<file path="src/rtl/lifo_arbiter_pkg.sv">
// Shared types and defaults for the round-robin LIFO arbiter.
// Optional reject mode is selected with LIFO_ARB_REJECT_EN.
package lifo_arb_pkg;

  localparam logic OP_PUSH = 1'b0;
  localparam logic OP_POP  = 1'b1;

  localparam int NUM_REQ_DEF = 4;
  localparam int DATA_W_DEF  = 8;
  localparam int DEPTH_DEF   = 16;

  // Wide enough for up to 16 requesters.
  localparam int ID_W = 4;

  typedef struct packed {
    logic            vld;
    logic            is_pop;
    logic            err;
    logic [ID_W-1:0] id;
  } stage_t;

  function automatic int cnt_w(int depth);
    return $clog2(depth + 1);
  endfunction

endpackage

</file>
<file path="src/rtl/lifo_arbiter_if.sv">
// Requester-side request/grant/response bundle of the LIFO arbiter.
// rsp_err exists only when LIFO_ARB_REJECT_EN is defined.
interface lifo_arbiter_if #(
  parameter int NUM_REQ = 4,
  parameter int DATA_W  = 8
);

  localparam int IW = $clog2(NUM_REQ);

  logic [NUM_REQ-1:0]        req_valid;
  logic [NUM_REQ-1:0]        req_op;
  logic [NUM_REQ*DATA_W-1:0] req_data;
  logic [NUM_REQ-1:0]        gnt;
  logic                      rsp_valid;
  logic [IW-1:0]             rsp_id;
  logic [DATA_W-1:0]         rsp_data;
`ifdef LIFO_ARB_REJECT_EN
  logic                      rsp_err;
`endif

  modport master (
    output req_valid,
    output req_op,
    output req_data,
`ifdef LIFO_ARB_REJECT_EN
    input  rsp_err,
`endif
    input  gnt,
    input  rsp_valid,
    input  rsp_id,
    input  rsp_data
  );

  modport slave (
    input  req_valid,
    input  req_op,
    input  req_data,
`ifdef LIFO_ARB_REJECT_EN
    output rsp_err,
`endif
    output gnt,
    output rsp_valid,
    output rsp_id,
    output rsp_data
  );

endinterface

</file>
<file path="src/rtl/lifo_arbiter_rr_arbiter.sv">
// Masked round-robin picker: lowest eligible index at or above ptr,
// otherwise lowest eligible index overall.
module rr_arbiter #(
  parameter  int NUM_REQ = 4,
  localparam int IW      = $clog2(NUM_REQ)
) (
  input  logic [NUM_REQ-1:0] elig,
  input  logic [IW-1:0]      ptr,
  output logic [NUM_REQ-1:0] gnt,
  output logic [IW-1:0]      idx,
  output logic               any
);

  logic [NUM_REQ-1:0] mask;
  logic [NUM_REQ-1:0] hi;
  logic [NUM_REQ-1:0] pick;

  always_comb begin
    mask = '0;
    for (int i = 0; i < NUM_REQ; i++) begin
      mask[i] = (i >= int'(ptr));
    end
  end

  assign hi   = elig & mask;
  assign pick = (|hi) ? hi : elig;
  // Isolate the lowest set bit.
  assign gnt  = pick & (~pick + NUM_REQ'(1));
  assign any  = |elig;

  always_comb begin
    idx = '0;
    for (int i = 0; i < NUM_REQ; i++) begin
      if (gnt[i]) begin
        idx = IW'(i);
      end
    end
  end

endmodule

</file>
<file path="src/rtl/lifo_arbiter.sv">
// Round-robin sharing of one LIFO stack between NUM_REQ requesters.
// LIFO_ARB_REJECT_EN: grant illegal ops and answer them with rsp_err.
module lifo_arbiter
  import lifo_arb_pkg::*;
#(
  parameter  int NUM_REQ = NUM_REQ_DEF,
  parameter  int DATA_W  = DATA_W_DEF,
  parameter  int DEPTH   = DEPTH_DEF,
  localparam int IW      = $clog2(NUM_REQ),
  localparam int CW      = cnt_w(DEPTH)
) (
  input  logic              clk,
  input  logic              rst,
  lifo_arbiter_if.slave     bus,
  output logic              stk_push,
  output logic              stk_pop,
  output logic [DATA_W-1:0] stk_din,
  input  logic [DATA_W-1:0] stk_dout,
  output logic [CW-1:0]     count
);

  logic [NUM_REQ-1:0] legal;
  logic [NUM_REQ-1:0] elig;
  logic [NUM_REQ-1:0] bad;
  logic [NUM_REQ-1:0] gnt_vec;
  logic [IW-1:0]      g_idx;
  logic               g_any;
  logic               g_pop;
  logic               g_err;
  logic [DATA_W-1:0]  g_data;
  logic               not_full;
  logic               not_empty;

  logic [IW-1:0]      ptr;
  logic [IW-1:0]      ptr_nxt;
  logic [CW-1:0]      count_nxt;
  stage_t             s1;
  stage_t             s1_nxt;
  stage_t             s2;
  stage_t             s2_nxt;
  logic               push_nxt;
  logic               pop_nxt;
  logic [DATA_W-1:0]  din_nxt;

  assign not_full  = (count < CW'(DEPTH));
  assign not_empty = (count != '0);

  always_comb begin
    legal = '0;
    for (int i = 0; i < NUM_REQ; i++) begin
      legal[i] = (bus.req_op[i] == OP_PUSH)
               ? not_full : not_empty;
    end
  end

`ifdef LIFO_ARB_REJECT_EN
  assign elig = bus.req_valid & {NUM_REQ{~rst}};
  assign bad  = bus.req_valid & ~legal;
`else
  assign elig = bus.req_valid & legal
              & {NUM_REQ{~rst}};
  assign bad  = '0;
`endif

  rr_arbiter #(
    .NUM_REQ (NUM_REQ)
  ) u_rr (
    .elig (elig),
    .ptr  (ptr),
    .gnt  (gnt_vec),
    .idx  (g_idx),
    .any  (g_any)
  );

  assign bus.gnt = gnt_vec;
  assign g_pop   = (bus.req_op[g_idx] == OP_POP);
  assign g_err   = bad[g_idx];
  assign g_data  = bus.req_data[g_idx*DATA_W +: DATA_W];

  always_ff @(posedge clk or posedge rst) begin
    if (rst) begin
      s1       <= '0;
      s2       <= '0;
      stk_push <= 1'b0;
      stk_pop  <= 1'b0;
      stk_din  <= '0;
      count    <= '0;
      ptr      <= '0;
    end else begin
      s1       <= s1_nxt;
      s2       <= s2_nxt;
      stk_push <= push_nxt;
      stk_pop  <= pop_nxt;
      stk_din  <= din_nxt;
      count    <= count_nxt;
      ptr      <= ptr_nxt;
    end
  end

  // Stage chain: grant (IDLE) -> ISSUE in s1 -> RESP in s2.
  always_comb begin
    s1_nxt    = '0;
    s2_nxt    = s1;
    push_nxt  = 1'b0;
    pop_nxt   = 1'b0;
    din_nxt   = stk_din;
    count_nxt = count;
    ptr_nxt   = ptr;
    if (g_any) begin
      s1_nxt.vld    = 1'b1;
      s1_nxt.is_pop = g_pop;
      s1_nxt.err    = g_err;
      s1_nxt.id     = ID_W'(g_idx);
      push_nxt      = ~g_pop & ~g_err;
      pop_nxt       = g_pop & ~g_err;
      if (g_idx == IW'(NUM_REQ - 1)) begin
        ptr_nxt = '0;
      end else begin
        ptr_nxt = g_idx + IW'(1);
      end
    end
    if (push_nxt) begin
      din_nxt   = g_data;
      count_nxt = count + CW'(1);
    end else if (pop_nxt) begin
      count_nxt = count - CW'(1);
    end
  end

  always_comb begin
    bus.rsp_valid = s2.vld & (s2.is_pop | s2.err);
    bus.rsp_id    = IW'(s2.id);
    bus.rsp_data  = '0;
    // Stack read data is valid exactly in the RESP cycle.
    if (bus.rsp_valid && !s2.err) begin
      bus.rsp_data = stk_dout;
    end
`ifdef LIFO_ARB_REJECT_EN
    bus.rsp_err   = bus.rsp_valid & s2.err;
`endif
  end

endmodule

</file>
<file path="src/flat_wrapper.sv">
// flat-port wrapper written by rule: the top's interface ports become plain ports
module lifo_arbiter_flat import lifo_arb_pkg::*;
#(
  parameter  int NUM_REQ = NUM_REQ_DEF,
  parameter  int DATA_W  = DATA_W_DEF,
  parameter  int DEPTH   = DEPTH_DEF,
  localparam int IW      = $clog2(NUM_REQ),
  localparam int CW      = cnt_w(DEPTH)
)
  (clk, rst, stk_push, stk_pop, stk_din, stk_dout, count, bus_req_valid, bus_req_op, bus_req_data, bus_gnt, bus_rsp_valid, bus_rsp_id, bus_rsp_data);
  lifo_arbiter_if #(.NUM_REQ(NUM_REQ), .DATA_W(DATA_W)) bus_i ();
  input  logic clk;
  input  logic rst;
  output logic stk_push;
  output logic stk_pop;
  output logic [DATA_W-1:0] stk_din;
  input  logic [DATA_W-1:0] stk_dout;
  output logic [CW-1:0] count;
  input wire logic [$bits(bus_i.req_valid)-1:0] bus_req_valid;
  input wire logic [$bits(bus_i.req_op)-1:0] bus_req_op;
  input wire logic [$bits(bus_i.req_data)-1:0] bus_req_data;
  output wire logic [$bits(bus_i.gnt)-1:0] bus_gnt;
  output wire logic [$bits(bus_i.rsp_valid)-1:0] bus_rsp_valid;
  output wire logic [$bits(bus_i.rsp_id)-1:0] bus_rsp_id;
  output wire logic [$bits(bus_i.rsp_data)-1:0] bus_rsp_data;
  assign bus_i.req_valid = bus_req_valid;
  assign bus_i.req_op = bus_req_op;
  assign bus_i.req_data = bus_req_data;
  assign bus_gnt = bus_i.gnt;
  assign bus_rsp_valid = bus_i.rsp_valid;
  assign bus_rsp_id = bus_i.rsp_id;
  assign bus_rsp_data = bus_i.rsp_data;
  lifo_arbiter #(.NUM_REQ(NUM_REQ), .DATA_W(DATA_W), .DEPTH(DEPTH)) u_core (.clk(clk), .rst(rst), .bus(bus_i), .stk_push(stk_push), .stk_pop(stk_pop), .stk_din(stk_din), .stk_dout(stk_dout), .count(count));
endmodule
</file>
<file path="config.mk">
export PLATFORM = sky130hd
export DESIGN_NAME = lifo_arbiter_flat
export DESIGN_NICKNAME = d
export VERILOG_FILES = /design/src/rtl/lifo_arbiter_pkg.sv /design/src/rtl/lifo_arbiter_if.sv /design/src/rtl/lifo_arbiter_rr_arbiter.sv /design/src/rtl/lifo_arbiter.sv /design/src/flat_wrapper.sv
export SDC_FILE = /design/constraint.sdc
export NUM_CORES = 1
export LEC_CHECK = 0
export ABC_AREA = 1
export BUFFER_PORTS_ARGS = -buffer_cell sky130_fd_sc_hd__buf_2
export CORE_AREA = 2 2 62 64
export CTS_CLUSTER_SIZE = 24
export DETAILED_ROUTE_END_ITERATION = 12
export DIE_AREA = 0 0 64 66
export PLACE_DENSITY = 0.89
export SLEW_MARGIN = 0
export SYNTH_ARGS = -nofsm -noshare
export SYNTH_HDL_FRONTEND = slang
export SYNTH_SLANG_ARGS = --single-unit
</file>
<file path="constraint.sdc">
create_clock -name clk -period 5.8 [get_ports clk]
set_clock_uncertainty 0.1 [all_clocks]
set_input_delay 1.16 -clock clk [delete_from_list [all_inputs] [get_ports clk]]
set_output_delay 1.16 -clock clk [all_outputs]
set_load 0.05 [all_outputs]
</file>
==> results.yml <==
sta:
  tightest_slew_ns: 0.789
  relSlewSlack_pct: 47.0
  finalCritPeriodShare_pct: 76.4
  fmax_mhz: 226
  fin_ws_ns: 1.37
  rsz0062_at_grt: "false"
  whs_ns: 0.264
  setup_viol: 0
  drv_slew: 0
  hold_violations: 0
  tns_ns: 0
  fin_crit_ns: 4.43
clocking:
  insertion_delay_ns: 0.32
  cts_tree: "yes"
  clk_pin_slew_ns: 0.14
  cts_hold_buf: 0
  cts_buffer_depth: 2
  cts.sinks: 24
  numCtsBuffers: 3
  postCtsSetupRepairBufs: 0
  cts_resized: 0
  h-tree-depth: 1
  clockRootBuffer: "clkbuf_4"
synth:
  yosysUniqueCellTypes: 31
  postSynthCellCount: 216
  ys_ff_latch: 24
  synth_area_per_cell_sq_um: 7.83
  syn-cell-area_sq_um: 1690
  syn-num-nets: 271
  synth_seq_area_share_pct: 35.5
  yosysWarnings: 0
pwr:
  finalPower_mw: 1.27
  vdd_drop_max_v: 0.000341
  leakage_nw: 1.21
  powerDensity_nw_per_um2: 588
global_routing:
  antenna_found_initial: 0
  grt_use_met3_pct: 4.09
  grt.overflow.total: 0
  use_met2_pct: 40.1
  grt_use_met1_pct: 23.6
  grt_max_degree: 29
  gr-max-usage-layer: "met2"
  grt_pass1_wl_mm: 7.05
  track_usage_pct: 21.3
  grt_pass1_vias: 1665
cells_and_area:
  n_antenna_cell: 0
  drive_gt1_share_pct: 43.2
  area_growth_pct: 27.9
  final_nets: 350
  fin_cells: 342
flow_run:
  drv_cap: 0
critical_path:
  cp_max_fo: 28
  crit_arrival_ns: 4.57
  path_common_cell: "nand2_1"
  crit_buf_inv: 5
  slowest_stage: "a21oi_4"
  cp.required_ns: 5.94
  slowest_delay_ns: 0.44
  path_cells: "buf_2 > inv_2 > nand2_1 > nor2_2 > nand3_2 > nand2_2 > nor2_4 > nand2_1 > nand2_2 > a21oi_4 > nand2_2 > nand3_4 > nand2_4 > nor2_8 > inv_8 > ha_1 > inv_1 > o21bai_1 > a31oi_1 > inv_1 > nand2_1 > nand3_1 > nand2_1 > nand2_1"
  path_class: "in2reg"
  start_kind: "input port"
  endpoint_kind: "flip-flop"
  path_delay_family: "simple AND/OR/NAND/NOR gates"
die:
  ios: 80
  placeableCoreArea_sq_um: 3550
  start_util_pct: 47.6
  die_w_microns: 64
  rows: 22
  die_area_sq_um: 4220
  die_h_microns: 66
detailed_routing:
  routed_via_density: 5.03
  drtIter0Drc: 64
  drt-wirelength-per-cell_microns: 12.6
  drt_first_pass_iters: 6
  wirelength_mm: 4.29
  dr_total_vias: 1719
  ant_nets: 0
  route.detailed.drc: 0
place:
  numPlacedInstances: 338
  place_congestion: 0.842
  dp_hpwl_mm: 3.31
  place_ws_ns: 1.07
  io_buffer_count: 79
worst_hold_path:
  hold_path_class: "reg2reg"
run_status:
  run_status: "finished clean"
synth_stat cells, drive strengths merged:
| master | number | area, sq um |
|---|---|---|
| dfrtp | 24 | 601 |
| a31oi | 1 | 6.26 |
| nand4 | 5 | 31.3 |
| fa | 1 | 20.0 |
| nor4 | 1 | 21.3 |
| xor2 | 3 | 26.3 |
| o21bai | 1 | 7.51 |
| o21ai | 23 | 126 |
| inv | 30 | 120 |
| o22ai | 8 | 50.1 |
| ha | 4 | 50.1 |
| nand3 | 10 | 77.6 |
| a21oi | 5 | 51.3 |
| buf | 5 | 36.3 |
| nand2 | 58 | 278 |
| nor2 | 37 | 188 |
placed cells by master (no fill, tap or decap), types with 4 or more instances in the layout:
| cell | instances |
|---|---|
| inv_1 | 23 |
| dfrtp_1 | 24 |
| o22ai_1 | 8 |
| ha_1 | 4 |
| buf_2 | 79 |
| nand2_2 | 15 |
| nand4_1 | 5 |
| nand2_1 | 40 |
| inv_2 | 6 |
| nor2_1 | 29 |
| nand3_1 | 6 |
| o21ai_0 | 18 |
| nor2_2 | 4 |
where the power goes:
part	total [mW]	internal [mW]	switching [mW]
sequential	0.312	0.244	0.0685
combinational	0.837	0.230	0.607
clock	0.123	0.0699	0.0527
total	1.27	0.544	0.728
kinds of logic after synthesis:
group | after synthesis | share of synthesized area (%)
compound gates | 38 | 14.3
xor+xnor | 3 | 1.55
fa+ha+maj | 5 | 4.15
buf+inv | 35 | 9.25
flops | 24 | 35.5
simple gates | 111 | 35.2
worst paths after layout:
kind                                        startpoint                        endpoint  slack, ns  depth (start not counted)
max in group asynchronous                          rst  u_core.bus.rsp_id[0]$_DFF_PP0_       4.46                          2
min reg2reg                     u_core.s1[0]$_DFF_PP0_  u_core.bus.rsp_id[0]$_DFF_PP0_       0.26                          0
max                                                rst     u_core.count[4]$_DFFE_PP0P_       1.37                         24
max reg2reg                u_core.count[2]$_DFFE_PP0P_     u_core.count[4]$_DFFE_PP0P_       2.21                         21
min                             u_core.s1[0]$_DFF_PP0_  u_core.bus.rsp_id[0]$_DFF_PP0_       0.26                          0
min in group asynchronous                          rst          u_core.s1[1]$_DFF_PP0_       0.77                          2
per-layer routing:
layer | up-vias | share of wire [%]
li1 | 852 | -
met1 | 789 | 41
met2 | 68 | 51
met3 | 10 | 7.0
met4 | 0 | 1.7
met5 | - | 0
state kept, by name (all words and copies together), names as in the netlist:
signal / flops
u_core.bus.rsp_id: 2
u_core.count: 5
u_core.ptr: 2
u_core.s1: 4
u_core.s2: 2
u_core.stk_din: 8
u_core.stk_push: 1
cell type report:
type                    instances  area [sq um]
multi-input cells             157           933
inverters                      30           120
clock inverters                 1          30.0
flip-flops and latches         24           601
well taps                      48          60.1
fillers                       325          1390
repair buffers                 79           395
clock buffers                   3          22.5
worst reg2reg max path: stages (launching register included):
cell	delay (ns)
dfrtp_1	0.49
nor2_4	0.19
nand4_1	0.13
nand2_2	0.15
nand2_4	0.08
o21ai_2	0.14
nand2_2	0.11
a21oi_4	0.47
nand2_2	0.15
nand3_4	0.12
nand2_4	0.08
nor2_8	0.20
inv_8	0.09
ha_1	0.30
inv_1	0.09
o21bai_1	0.07
a31oi_1	0.21
inv_1	0.07
nand2_1	0.10
nand3_1	0.08
nand2_1	0.07
nand2_1	0.05
metrics by stage:
stage,util [%],cell area (sq um)
after floorplan,-,1690
after global placement,59.4,2110
after detailed placement,59.4,2110
after CTS,60.9,2160
after global routing,60.9,2160
final,60.9,2160
Power figures use the tool's default switching activity.
